`config.mk`:
```
export PLATFORM = sky130hd
export DESIGN_NAME = vga_timing_gen
export DESIGN_NICKNAME = d
export VERILOG_FILES = /design/src/rtl/vga_timing_gen.sv
export SDC_FILE = /design/constraint.sdc
export NUM_CORES = 1
export LEC_CHECK = 0
export BUFFER_PORTS_ARGS = -buffer_cell sky130_fd_sc_hd__clkbuf_2
export CORE_MARGIN = 2
export CORE_UTILIZATION = 57
export DETAILED_ROUTE_END_ITERATION = 6
export GPL_ROUTABILITY_DRIVEN = 0
export MAX_ROUTING_LAYER = met4
export PLACE_DENSITY = 0.86
export REMOVE_ABC_BUFFERS = 1
export SYNTH_ARGS = -nofsm -noshare
export SYNTH_HDL_FRONTEND = slang
export SYNTH_SLANG_ARGS = --single-unit
```
`constraint.sdc`:
```
create_clock -name clk -period 3 [get_ports clk]
set_input_delay 0.3 -clock clk [delete_from_list [all_inputs] [get_ports clk]]
set_output_delay 0.3 -clock clk [all_outputs]
set_load 0.01 [all_outputs]
```
`src/rtl/vga_timing_gen.sv`:
```
// 640x480@60 raster timing: pixel-enable divider, h/v counters, sync/bright decode,
// plus a per-frame tick and a decimated move tick for slow game updates.
module vga_timing_gen #(
  parameter int CLK_DIV      = 4,
  parameter int H_TOTAL      = 800,
  parameter int H_SYNC       = 96,
  parameter int H_DISP_START = 144,
  parameter int H_DISP_END   = 784,
  parameter int V_TOTAL      = 525,
  parameter int V_SYNC       = 2,
  parameter int V_DISP_START = 35,
  parameter int V_DISP_END   = 515,
  parameter int FRAME_DIV    = 2
) (
  input  logic       clk,
  input  logic       rst,
  output logic       pix_en,
  output logic [9:0] hCount,
  output logic [9:0] vCount,
  output logic       hSync,
  output logic       vSync,
  output logic       bright,
  output logic       frame_tick,
  output logic       move_tick
);

  localparam int DW = (CLK_DIV > 1) ? $clog2(CLK_DIV) : 1;
  localparam int FW = $clog2(FRAME_DIV) + 1;

  logic [DW-1:0] div;
  logic [FW-1:0] fcnt;
  logic          h_last;
  logic          v_last;
  logic          wrap;

  assign pix_en = (div == DW'(CLK_DIV - 1));
  assign h_last = (hCount == 10'(H_TOTAL - 1));
  assign v_last = (vCount == 10'(V_TOTAL - 1));
  assign wrap   = pix_en && h_last && v_last;

  // Decodes read the registered counters directly so they stay aligned with hCount/vCount.
  assign hSync  = ~(hCount < 10'(H_SYNC));
  assign vSync  = ~(vCount < 10'(V_SYNC));
  assign bright = (hCount >= 10'(H_DISP_START)) && (hCount < 10'(H_DISP_END)) &&
                  (vCount >= 10'(V_DISP_START)) && (vCount < 10'(V_DISP_END));

  always_ff @(posedge clk) begin
    if (rst) begin
      div        <= '0;
      hCount     <= '0;
      vCount     <= '0;
      fcnt       <= '0;
      frame_tick <= 1'b0;
      move_tick  <= 1'b0;
    end else begin
      div        <= pix_en ? '0 : div + DW'(1);
      frame_tick <= wrap;
      move_tick  <= 1'b0;

      if (pix_en) begin
        if (h_last) begin
          hCount <= '0;
          vCount <= v_last ? '0 : vCount + 10'd1;
        end else begin
          hCount <= hCount + 10'd1;
        end
      end

      // move_tick fires on the wrap that completes every FRAME_DIV-th frame.
      if (wrap) begin
        if (fcnt == FW'(FRAME_DIV - 1)) begin
          fcnt      <= '0;
          move_tick <= 1'b1;
        end else begin
          fcnt <= fcnt + FW'(1);
        end
      end
    end
  end

endmodule
```
==> impl_results.md <==
- Classification of the worst-slack hold path: in -> reg
- Number of H-tree levels: 1
- Final Routed Wirelength: 2800 um
- Main flop type after synthesis: dfxtp_1
- Count of hold-fix buffers inserted at cts: 0
- Final critical-path share of the clock period: 0.809
- Grt total ovfl: 0
- Total clock buffers created by CTS: 3
- Seq/Total Area, Yosys: 0.399
- Via count of the first global-routing pass: roughly 1.1k
- Net switching power: approximately 110 uW
- Clock Skew: approximately 0.0082 ns
- Flops & latches, synth: 26
- Clock Path Buffers: 2
- Warning count from the yosys run: 0
- Fraction of the core area covered by cells at the end of the flow: 0.666
- Number of port buffers: 27
- CP Capture Type: flip-flop
- Run status: complete, no violations
- Number of enable flip-flop cells after synthesis: 0
- Vias per cell: about 5.9
- Critical path buffers and inverters: 0
- Number of cells traversed by the worst hold path: 2
- Number of pins with negative max-slew slack in the final report: 0
- ANT cells: 0
- Maximum net fanout on the critical path: 13
- Core outline area: roughly 2200 um^2
- Distinct cells, synth: 36
- Family of cells with the greatest summed delay on the critical path: simple AND/OR/NAND/NOR gates
- Gate power share: 0.047
- Sequential fraction of design power: 0.678
- Post-cts sizing count: 0
- DRT Pass-1 Iters: 4
- Total internal power: between 400 and 500 uW
- Total number of nets in the final design: roughly 180
- Worst relative slew slack: 0.575
- Site Rows: 17
- CTS tree: built
- Critical path start-end classification: reg -> reg
- X dimension of the die: just over 50 um
- Die area: between 2000 and 3000 um^2
- Die Ht: 51.8 um
- Arr. time, crit path: approximately 2.6 ns
- Time the worst path needs with I/O delays and setup: between 2 and 2.5 ns
- Worst skew pair latency: between 0.3 and 0.4 ns
- Global-route wire length before repair: between 4000 and 5000 um
- Area Growth Syn to Fin: 12.0%
- RSZ-0062 raised after global routing: no
- DRC violations left: 0
- Fill cells: 186
- Number of design-rule violations left by the first detailed-router iteration: 27
- Synth top cells by count: 26 x dfxtp_1, 19 x nor2_1, 10 x nand4_1, 8 x inv_1, 8 x nor3_1
- Slew at the pin with the worst max-slew slack: around 0.63 ns
- Share of layout cells above drive strength 1: 0.201
- Clock group share of total power: 0.275
- Proportion of total power due to net switching: 0.218
- Dpl hpwl: slightly above 2000 um
- Area leader, netlist: dfxtp_1
- Final hold vios: 0
- ANT nets after route: 0
- Worst ir drop on vdd: between 200 and 300 uV
- Main area contributors after synthesis: dfxtp_1 40%, nor2_1 5.5%, ha_1 4.8%, nand4_1 4.8%, xor2_1 4.7%
- Cell chain of the critical path: ha_1 > nor4b_2 > nand3_1 > o31ai_2 > nor2_1
- Summed negative setup slack over all endpoints: 0 ns
- Starting Density: 0.595
- Mapped cell area: ~1300 um^2
- Leak pwr: roughly 0.00058 uW
- Startpoint types: flip-flop
- Logic depth of the worst setup path including buffers: 5
- Count of clock tree sinks: 26
- Worst R2R Path Depth: 5
- Top cell type's share of synthesized area: 0.399
- Critical-path cell with the highest stage delay: o31ai_2
- Final setup violation count: 0
- Cell with the most instances after synthesis: dfxtp_1
- Initial antenna violation count: 0
- Largest stage delay on the critical path: between 0.6 and 0.7 ns
- Pwr dens: ~360 nW/um^2
- Buffers inserted by post-CTS timing repair: 0
- Post-detailed-route wirelength per cell: around 14 um
- Total I/O pin count: 28
- GRT Overall Usage: 0.239
- Clock-pin slew of the registers on the worst-case setup and hold paths: 0.13 ns
- Max Cap Violations: 0
- CTS root buffer: clkbuf_4
- Routed via count: 1184
- Post-synthesis instance total: 151
- Data required, critical path: about 3.2 ns
- Mean instance size in the synthesized netlist: ~8.6 um^2
- Share of synthesized flip-flops with an asynchronous set or reset: 0
- Max frequency: ~410 MHz
- Maximum number of pins on one net before global-route repair: 14
## path summary, 6_finish.rpt
kind | start | end | slack (ns)
worst max-delay path | div[0] | vCount[0] | 0.57
worst min register to register | div[0] | div[0] | 0.44
worst max register to register | div[0] | vCount[0] | 0.57
worst min-delay path | rst | hCount[1] | 0.27
## area by class of cell
class                   instances  area, um^2  area share
clock buffers                   3        22.5      0.0154
inverters                       8        30.0      0.0206
multi-input cells             110         717       0.491
flip-flops and latches         26         520       0.356
well taps                      28        35.0      0.0240
repair buffers                 27         135      0.0925
## cells in the final DEF, fill, tap and decap left out, types with 2 or more instances in the layout
cell and count:
nand4_1 10, nor3_1 8, or3_1 4, inv_1 8, and4_1 2, mux2i_1 2, xor2_1 7, o21ai_0 3
nand2b_1 2, or4_1 2, clkbuf_4 3, nand3_1 7, xnor2_1 6, and3_1 4, nor2_1 19, a21oi_1 5
clkbuf_2 27, nand2_1 7, dfxtp_1 26, nor4_1 3, ha_1 5
## registers in the layout, indices dropped and copies added (netlist names)
| signal | count |
|---|---|
| frame_tick | 1 |
| vCount | 10 |
| fcnt | 2 |
| move_tick | 1 |
| div | 2 |
| hCount | 10 |
## power by group through the flow
stage / registers [uW] / clock network (uW) / logic (uW)
floorplan: 361 / 0 / 16.5
global placement: 360 / 0 / 23.6
detailed placement: 361 / 0 / 24.4
CTS: 353 / 147 / 24.6
global route: 354 / 157 / 26.8
finish: 353 / 143 / 24.5
## kinds of logic (layout without fill, tap and decap cells)
logic type,after synthesis,after routing,share of synthesized area
buffers and inverters,15,38,0.0509
adder cells (fa/ha/maj),5,5,0.0480
AO/OA/AOI/OAI,17,17,0.0902
multiplexers,2,2,0.0154
AND/OR/NAND/NOR,73,73,0.309
flip-flops,26,26,0.399
XOR/XNOR,13,13,0.0873
## layer usage
layer  GRT usage  share of wire
met1       0.313           0.47
met2       0.361           0.46
met3      0.0316          0.049
met4       0.123          0.022
met5           -              0
## metrics by stage
| stage | setup slack (ns) | hold WS, ns | instance area, um^2 | power, uW | std cells |
|---|---|---|---|---|---|
| 6_report | 0.574 | 0.270 | 1460 | 520 | 202 |
| 2_1_floorplan | 0.753 | 0.369 | 1270 | 377 | 144 |
| 5_1_grt | 0.378 | 0.281 | 1460 | 537 | 202 |
| 4_1_cts | 0.595 | 0.272 | 1460 | 525 | 202 |
| 3_3_place_gp | 0.738 | 0.407 | 1440 | 384 | 199 |
| 3_5_place_dp | 0.631 | 0.424 | 1440 | 385 | 199 |
No activity file was read; power rests on OpenSTA's default activity.
